--- config.mk ---
export PLATFORM = sky130hd
export DESIGN_NAME = fetch_stage
export DESIGN_NICKNAME = d
export VERILOG_FILES = /design/src/rtl/lc3b_types.sv /design/src/rtl/fetch_stage_ifid_reg.sv /design/src/rtl/fetch_stage.sv
export SDC_FILE = /design/constraint.sdc
export NUM_CORES = 1
export LEC_CHECK = 0
export CAP_MARGIN = 10
export CORE_MARGIN = 2
export CORE_UTILIZATION = 58
export CTS_BUF_LIST = sky130_fd_sc_hd__clkbuf_8
export DETAILED_ROUTE_END_ITERATION = 8
export PLACE_DENSITY = 0.95
export SKIP_CTS_REPAIR_TIMING = 1
export SLEW_MARGIN = 20
export SYNTH_ARGS = -nofsm -noshare
export SYNTH_HDL_FRONTEND = slang
export SYNTH_HIERARCHICAL = 1
export SYNTH_SLANG_ARGS = --single-unit
--- constraint.sdc ---
create_clock -name clk -period 6.2 [get_ports clk]
set_input_delay 1.55 -clock clk [delete_from_list [all_inputs] [get_ports clk]]
set_output_delay 1.55 -clock clk [all_outputs]
set_load 0.02 [all_outputs]
--- src/rtl/lc3b_types.sv ---
// lc3b_types: shared LC-3b word/opcode types and the fetch-stage state encoding.
package lc3b_types;
  typedef logic [15:0] lc3b_word;
  typedef enum logic [3:0] {
    op_br  = 4'h0, op_add = 4'h1, op_ldb = 4'h2, op_stb = 4'h3,
    op_jsr = 4'h4, op_and = 4'h5, op_ldw = 4'h6, op_stw = 4'h7,
    op_rti = 4'h8, op_not = 4'h9, op_rsva = 4'hA, op_rsvb = 4'hB,
    op_jmp = 4'hC, op_shf = 4'hD, op_lea = 4'hE, op_trap = 4'hF
  } lc3b_opcode;
  typedef enum logic [1:0] {FETCH, HOLD, DROP} fetch_state;
endpackage

--- src/rtl/fetch_stage_ifid_reg.sv ---
// ifid_reg: pipeline register with load/flush; flush only clears valid, payload goes stale.
module ifid_reg
  import lc3b_types::*;
(
  input  logic     clk,
  input  logic     reset,
  input  logic     i_load,
  input  logic     i_flush,
  input  lc3b_word i_ir,
  input  lc3b_word i_pc,
  output logic     o_valid,
  output lc3b_word o_ir,
  output lc3b_word o_pc
);
  always_ff @(posedge clk) begin
    if (reset) begin
      o_valid <= 1'b0;
      o_ir    <= '0;
      o_pc    <= '0;
    end else if (i_flush) begin
      o_valid <= 1'b0;
    end else if (i_load) begin
      o_valid <= 1'b1;
      o_ir    <= i_ir;
      o_pc    <= i_pc;
    end
  end
endmodule

--- src/rtl/fetch_stage.sv ---
// fetch_stage: LC-3b instruction fetch with one-entry stall buffer and in-flight redirect drop.
module fetch_stage
  import lc3b_types::*;
#(
  parameter lc3b_word RESET_PC = 16'h0000
) (
  input  logic       clk,
  input  logic       reset,
  output lc3b_word   imem_address,
  output logic       imem_read,
  input  logic       imem_resp,
  input  lc3b_word   imem_rdata,
  input  logic       stall,
  input  logic       redirect,
  input  lc3b_word   redirect_pc,
  output logic       ifid_valid,
  output lc3b_word   ifid_ir,
  output lc3b_word   ifid_pc,
  output lc3b_opcode ifid_opcode
);
  fetch_state r_state, w_state_n;
  lc3b_word r_pc, r_inflight, r_buf_ir, r_buf_pc;
  lc3b_word w_pc_n, w_inflight_n, w_pc_inc, w_ld_ir, w_ld_pc;
  logic w_load, w_flush, w_buf_ld;

  assign w_pc_inc     = r_pc + 16'd2;
  assign imem_read    = !reset && r_state != HOLD;
  assign imem_address = r_state == DROP ? r_inflight : r_pc;
  assign ifid_opcode  = lc3b_opcode'(ifid_ir[15:12]);

  always_comb begin
    w_state_n    = r_state;
    w_pc_n       = r_pc;
    w_inflight_n = r_inflight;
    w_load       = 1'b0;
    w_flush      = 1'b0;
    w_buf_ld     = 1'b0;
    w_ld_ir      = imem_rdata;
    w_ld_pc      = w_pc_inc;
    if (redirect) begin
      w_flush      = 1'b1;
      w_pc_n       = redirect_pc;
      w_state_n    = r_state == HOLD || imem_resp ? FETCH : DROP;
      w_inflight_n = r_state == FETCH && !imem_resp ? r_pc : r_inflight;
    end else begin
      case (r_state)
        FETCH: begin
          if (imem_resp) begin
            w_pc_n    = w_pc_inc;
            w_buf_ld  = stall;
            w_load    = !stall;
            w_state_n = stall ? HOLD : FETCH;
          end else begin
            w_flush = !stall;
          end
        end
        HOLD: begin
          w_load    = !stall;
          w_ld_ir   = r_buf_ir;
          w_ld_pc   = r_buf_pc;
          w_state_n = stall ? HOLD : FETCH;
        end
        default: begin
          w_flush   = 1'b1;
          w_state_n = imem_resp ? FETCH : DROP;
        end
      endcase
    end
  end

  always_ff @(posedge clk) begin
    if (reset) begin
      r_state    <= FETCH;
      r_pc       <= RESET_PC;
      r_inflight <= '0;
      r_buf_ir   <= '0;
      r_buf_pc   <= '0;
    end else begin
      r_state    <= w_state_n;
      r_pc       <= w_pc_n;
      r_inflight <= w_inflight_n;
      if (w_buf_ld) begin
        r_buf_ir <= imem_rdata;
        r_buf_pc <= w_pc_inc;
      end
    end
  end

  ifid_reg u_ifid (
    .clk    (clk),
    .reset  (reset),
    .i_load (w_load),
    .i_flush(w_flush),
    .i_ir   (w_ld_ir),
    .i_pc   (w_ld_pc),
    .o_valid(ifid_valid),
    .o_ir   (ifid_ir),
    .o_pc   (ifid_pc)
  );
endmodule

==> results.json, run 1 <==
{
  "core.rowCount": 33,
  "pre_cts_ws_ns": 1.951,
  "synth.ff_latch_count": 99,
  "max-vdd-ir-drop_v": 0.0001371,
  "stdcell_count": 737,
  "holdCritPathClass": "register to register",
  "start_kind": "primary input",
  "routed_wl_um": 12030,
  "cpMaxStageDelayCell": "clkdlybuf4s50_1",
  "final_cell_area_sq_mm": 0.005946,
  "post-place-cells": 720,
  "dpl_cell_area_sq_mm": 0.005713,
  "utilization_pct": 72.36,
  "drt-pass1-iter-count": 5,
  "die-area_sq_mm": 0.009205,
  "path_class": "primary input to output pin",
  "synth_most_common_cell": "dfxtp_1",
  "drt_first_iter_violations": 299,
  "reg2reg_slack_ns": 3.82,
  "drv_cap": 0,
  "worstPathRequired_ns": 4.65,
  "syn_nets": 615,
  "pwr-share-comb_pct": 14.5,
  "io_buffer_count": 90,
  "area_delta_synth_final_pct": 21.26,
  "avgSynthCellArea_sq_um": 8.498,
  "p_per_area_mw_per_mm2": 223.1,
  "synthTopCellsByCount": "dfxtp_1, nand2_1, a21oi_1",
  "cts_made_buffers": 9,
  "synth_warnings": 6,
  "status": "complete, no violations",
  "hold-worst-slack_ns": 0.4618,
  "detail-route-antenna-nets": 0,
  "drt-wirelength-per-cell_um": 16.32,
  "internal_power_mw": 0.9798,
  "synth_top_cell_by_area": "dfxtp_1",
  "vias": 4311,
  "n_fill_cell": 602,
  "finalCriticalPeriod_ns": 4.247,
  "clock-sinks": 99,
  "worst_slack_ns": 1.953,
  "max_freq_ghz": 0.2355,
  "cts_max_path_buffers": 2,
  "clk_latency_ns": 0.37,
  "cp_top_family": "buffers and inverters",
  "grt_pass1_vias": 4053,
  "setup_tns_ns": 0,
  "multi_input_area_sq_mm": 0.002621,
  "finalPower_mw": 1.326,
  "h-tree-depth": 3,
  "drive_gt1_share_pct": 9.968,
  "grt_max_degree": 89,
  "final_nets": 665,
  "p_seq_share_pct": 51.4,
  "synth_ff_type": "dfxtp_1",
  "netlist_instances": 577,
  "cp-end-kind": "output pin",
  "clockRootBuffer": "clkbuf_8",
  "synth_edf_count": 0,
  "ys_types": 42,
  "p_sw_share_pct": 26.14,
  "setup_viol": 0,
  "grt_pass1_wl_um": 19290,
  "cp_cell_sequence": "buf_2 -> a21oi_1 -> clkdlybuf4s50_1",
  "hold_viol": 0,
  "cts_tree": "built",
  "clk_pin_slew_ns": 0.09,
  "die_w_um": 95.95,
  "syn_area_sq_mm": 0.004903,
  "antenna_cells": 0,
  "regArea_sq_mm": 0.001982,
  "initial_core_util_pct": 59.68,
  "p_leak_nw": 2.113,
  "async_reset_ff_share_pct": 0,
  "pin_count": 91,
  "critPathArrivalTime_ns": 2.70,
  "grt.overflow.total": 0,
  "worstMarginPinSlew_ns": 0.8361,
  "coreArea_sq_mm": 0.008217,
  "max_stage_delay_ns": 0.57,
  "detailed_place_hpwl_um": 8073,
  "period_share_pct": 68.50,
  "synthTopCellsByArea": "dfxtp_1, mux2_2, nand4bb_1, a21oi_1, nand2_1",
  "viasPerCell": 5.849,
  "gp_congestion": 0.8300,
  "rsz0062_at_grt": "no",
  "ys_seq_area_share_pct": 40.42,
  "drv_slew": 0,
  "fp.dieH_um": 95.95,
  "finClkSkew_ns": 0.01161,
  "pwr-share-clk_pct": 34.1,
  "crit_fanout": 33,
  "switchingPower_mw": 0.3467,
  "grt_use_total_pct": 26.59,
  "antenna_found_initial": 0,
  "synth_top_cell_area_share_pct": 40.42,
  "maxSlewHeadroom_pct": 44.09,
  "critPathBufInv": 2,
  "drc": 0
}
## cells by family after synthesis
logic type                 count (synthesis)  share of synthesized area (%)
buffers and inverters                     69                          6.455
adders and majority gates                  1                         0.2551
AOI/OAI and AO/OA                        135                          14.98
and+or+nand+nor                          214                          25.49
DFF                                       99                          40.42
muxes                                     38                          8.650
xor gates and xnor gates                  21                          3.751
## power by group through the flow
stage               Sequential (mW)  Combinational, mW  Clock [mW]
CTS                           0.681              0.189       0.456
finish                        0.682              0.192       0.452
global placement              0.694              0.181           0
floorplan                     0.687              0.126           0
detailed placement            0.696              0.187           0
global route                  0.685              0.206       0.481
## layout by cell type, fill, tap and decap left out, types with 4 or more instances in the layout
master / n
nor3_1: 11
o21a_1: 9
buf_4: 5
o21ai_1: 30
inv_1: 13
xnor2_1: 13
nand4bb_1: 32
a211oi_1: 4
clkdlybuf4s50_1: 89
nor2_1: 28
nand3_1: 7
o21ai_0: 15
clkbuf_8: 9
xor2_1: 8
nand2_1: 78
a21oi_1: 70
nand2b_1: 36
nor4_1: 5
mux2_2: 35
dfxtp_1: 99
## worst register-to-register path, delay by kind of cell (launching register included)
kind                   cells  cell delay [ns]
AND/OR/NAND/NOR            3             1.11
AO/OA/AOI/OAI              2             0.42
flip-flops                 1             0.36
buffers and inverters      1             0.34
## area by class of cell
cell class | count | area share, %
repair buffers | 96 | 15.95
flip-flops and latches | 99 | 33.33
multi-input cells | 409 | 44.09
clock inverters | 7 | 1.578
inverters | 12 | 0.7576
well taps | 105 | 2.210
clock buffers | 9 | 2.083
## metal layers
metal	share of wire, %	global-route usage, %	vias to the layer above
met1	43	34.77	2034
met4	2.1	11.07	0
met2	49	43.88	174
met3	5.9	3.994	21
met5	0	0	-
li1	-	-	2082
## worst paths after layout
check,start,endpoint,cells after the start
setup reg to reg,r_state[1],u_ifid/o_pc[3],6
setup / recovery,reset,imem_read,3
hold / removal,r_buf_ir[12],r_buf_ir[12],2
hold reg to reg,r_buf_ir[12],r_buf_ir[12],2
## sequential cells by signal (all words and copies together) (netlist names)
register,count
r_state,2
r_buf_ir,16
u_ifid/o_pc,16
r_inflight,16
u_ifid/o_valid,1
u_ifid/o_ir,16
r_buf_pc,16
r_pc,16
Power figures use the tool's default switching activity.
==> inputs of run 2 (changes only) <==
--- a/config.mk
+++ b/config.mk
@@ -7,10 +7,10 @@
 export LEC_CHECK = 0
 export CAP_MARGIN = 10
 export CORE_MARGIN = 2
-export CORE_UTILIZATION = 58
+export CORE_UTILIZATION = 49
 export CTS_BUF_LIST = sky130_fd_sc_hd__clkbuf_8
 export DETAILED_ROUTE_END_ITERATION = 8
-export PLACE_DENSITY = 0.95
+export PLACE_DENSITY = 0.9
 export SKIP_CTS_REPAIR_TIMING = 1
 export SLEW_MARGIN = 20
 export SYNTH_ARGS = -nofsm -noshare
==> constraint.sdc (replaced) <==
create_clock -name clk -period 3.8 [get_ports clk]
set_input_delay 0.95 -clock clk [delete_from_list [all_inputs] [get_ports clk]]
set_output_delay 0.95 -clock clk [all_outputs]
set_load 0.02 [all_outputs]
==> run 2 against run 1 <==
Net effect:
- sequential share of layout area shrank 0.30 points
- global-route usage decreased by 5.2 points
- register-to-register slack worse by 2.4 ns
- sequential cell count unchanged
- die area up 18%
- worst setup slack lost 1.6 ns
- first-iteration DRC count shrank 30%
- clock power up 72%
- final cell count increased by 3.9%
- largest cell class unchanged
- largest power group unchanged
==> results.json, run 2 (synthesis gave the netlist of run 1 again) <==
{
  "status": "complete, no violations",
  "worstPathRequired_ns": 2.85,
  "die_w_um": 104.0,
  "final_nets": 666,
  "clk_latency_ns": 0.37,
  "worstMarginPinSlew_ns": 1.005,
  "grt_pass1_wl_um": 19250,
  "final_common_cell": "dfxtp_1",
  "drt-wirelength-per-cell_um": 15.39,
  "cts_tree": "built",
  "p_leak_nw": 2.119,
  "setup_viol": 0,
  "detailed_place_hpwl_um": 7800,
  "critPathArrivalTime_ns": 2.48,
  "core.rowCount": 36,
  "maxSlewHeadroom_pct": 33.02,
  "cts_made_buffers": 9,
  "grt_use_total_pct": 21.39,
  "max_freq_ghz": 0.2919,
  "max-vdd-ir-drop_v": 0.0002339,
  "coreArea_sq_mm": 0.009729,
  "finClkSkew_ns": 0.01330,
  "rsz0062_at_grt": "no",
  "gp_congestion": 0.8311,
  "reg2reg_slack_ns": 1.44,
  "clock-sinks": 99,
  "die-area_sq_mm": 0.01082,
  "drc": 0,
  "fp.dieH_um": 104.0,
  "cp-end-kind": "output pin",
  "io_buffer_count": 90,
  "drt-pass1-iter-count": 5,
  "detail-route-antenna-nets": 0,
  "clk_pin_slew_ns": 0.10,
  "cts_max_path_buffers": 2,
  "initial_core_util_pct": 50.40,
  "crit_fanout": 16,
  "final_cell_mix": "dfxtp_1, clkdlybuf4s50_1, nand2_1",
  "path_class": "register to output pin",
  "routed_wl_um": 11790,
  "finalCriticalPeriod_ns": 3.426,
  "drv_cap": 0,
  "pin_count": 91,
  "crit_end": "imem_address[5]",
  "p_per_area_mw_per_mm2": 366.9,
  "antenna_cells": 0,
  "setup_tns_ns": 0,
  "viasPerCell": 5.585,
  "rr_startpoint": "r_pc[1]",
  "period_share_pct": 90.15,
  "holdCritPathClass": "register to register",
  "drv_slew": 0,
  "hold-worst-slack_ns": 0.4611,
  "reg2regPathDepth": 5,
  "drive_gt1_share_pct": 10.27,
  "antenna_found_initial": 0,
  "vias": 4278,
  "h-tree-depth": 3,
  "start_kind": "register",
  "hold_viol": 0,
  "grt_max_degree": 120,
  "grt.overflow.total": 0,
  "grt_pass1_vias": 4017,
  "clockRootBuffer": "clkbuf_8",
  "area_delta_synth_final_pct": 22.35,
  "drt_first_iter_violations": 210,
  "reg2reg_to": "r_pc[15]",
  "startpoint": "r_state[0]",
  "n_fill_cell": 795
}
==> run 2: critical path, stage by stage, from the launching register on <==
cell             delay, ns
dfxtp_1               0.51
inv_1                 0.12
nand2_1               0.51
mux2_2                0.42
clkdlybuf4s50_1       0.54
==> run 2: how the worst min path moves through the flow <==
stage | cells past startpoint | to | slack, ns | start
3_3_place_gp | 2 | r_buf_pc[0] | 0.44 | r_buf_pc[0]
2_1_floorplan | 2 | r_buf_ir[0] | 0.43 | r_buf_ir[0]
4_1_cts | 2 | r_buf_ir[12] | 0.46 | r_buf_ir[12]
6_report | 2 | r_buf_ir[7] | 0.46 | r_buf_ir[7]
5_1_grt | 2 | r_buf_ir[12] | 0.47 | r_buf_ir[12]
3_5_place_dp | 2 | r_buf_ir[12] | 0.45 | r_buf_ir[12]
==> run 2: cell type report <==
class	instances	area (sq um)	share of cell area, %
Sequential cell	99	1982	33.03
Clock inverter	5	85.08	1.418
Clock buffer	11	151.4	2.523
Inverter	12	45.04	0.7508
Multi-Input combinational cell	409	2621	43.69
Timing Repair Buffer	97	948.4	15.81
Tap cell	133	166.4	2.774
==> run 2: metrics by stage <==
step / instance area [sq um] / instances / util [%] / power (mW) / setup WS [ns]
global route: 6000 / 766 / 61.66 / 2.282 / 0.2660
finish: 6000 / 766 / 61.66 / 2.201 / 0.3742
CTS: 6000 / 766 / 61.66 / 2.208 / 0.3762
floorplan: 4903 / 577 / - / 1.327 / 1.163
detailed placement: 5763 / 750 / 59.23 / 1.443 / 0.5542
global placement: 5763 / 750 / 59.23 / 1.431 / 0.6089
==> run 2: power by group <==
group	total (mW)	leakage (nW)	switching, mW	internal [mW]
Clock	0.777	0.116	0.368	0.409
Combinational	0.310	1.20	0.155	0.156
Sequential	1.11	0.805	0.0412	1.07
Total	2.20	2.12	0.564	1.64
==> run 2: routing by layer <==
| metal | GRT usage, % | vias up | part of all wire, % |
|---|---|---|---|
| met2 | 34.77 | 147 | 48 |
| met3 | 5.075 | 18 | 5.3 |
| li1 | - | 2086 | - |
| met4 | 6.950 | 0 | 1.6 |
| met5 | 0 | - | 0 |
| met1 | 28.07 | 2027 | 45 |
==> inputs of run 3 (changes only) <==
--- a/config.mk
+++ b/config.mk
@@ -17,3 +17,4 @@
 export SYNTH_HDL_FRONTEND = slang
 export SYNTH_HIERARCHICAL = 1
 export SYNTH_SLANG_ARGS = --single-unit
+export TNS_END_PERCENT = 20
==> results of run 3 <==
The final DEF is identical to that of run 2; final timing and power are the same.
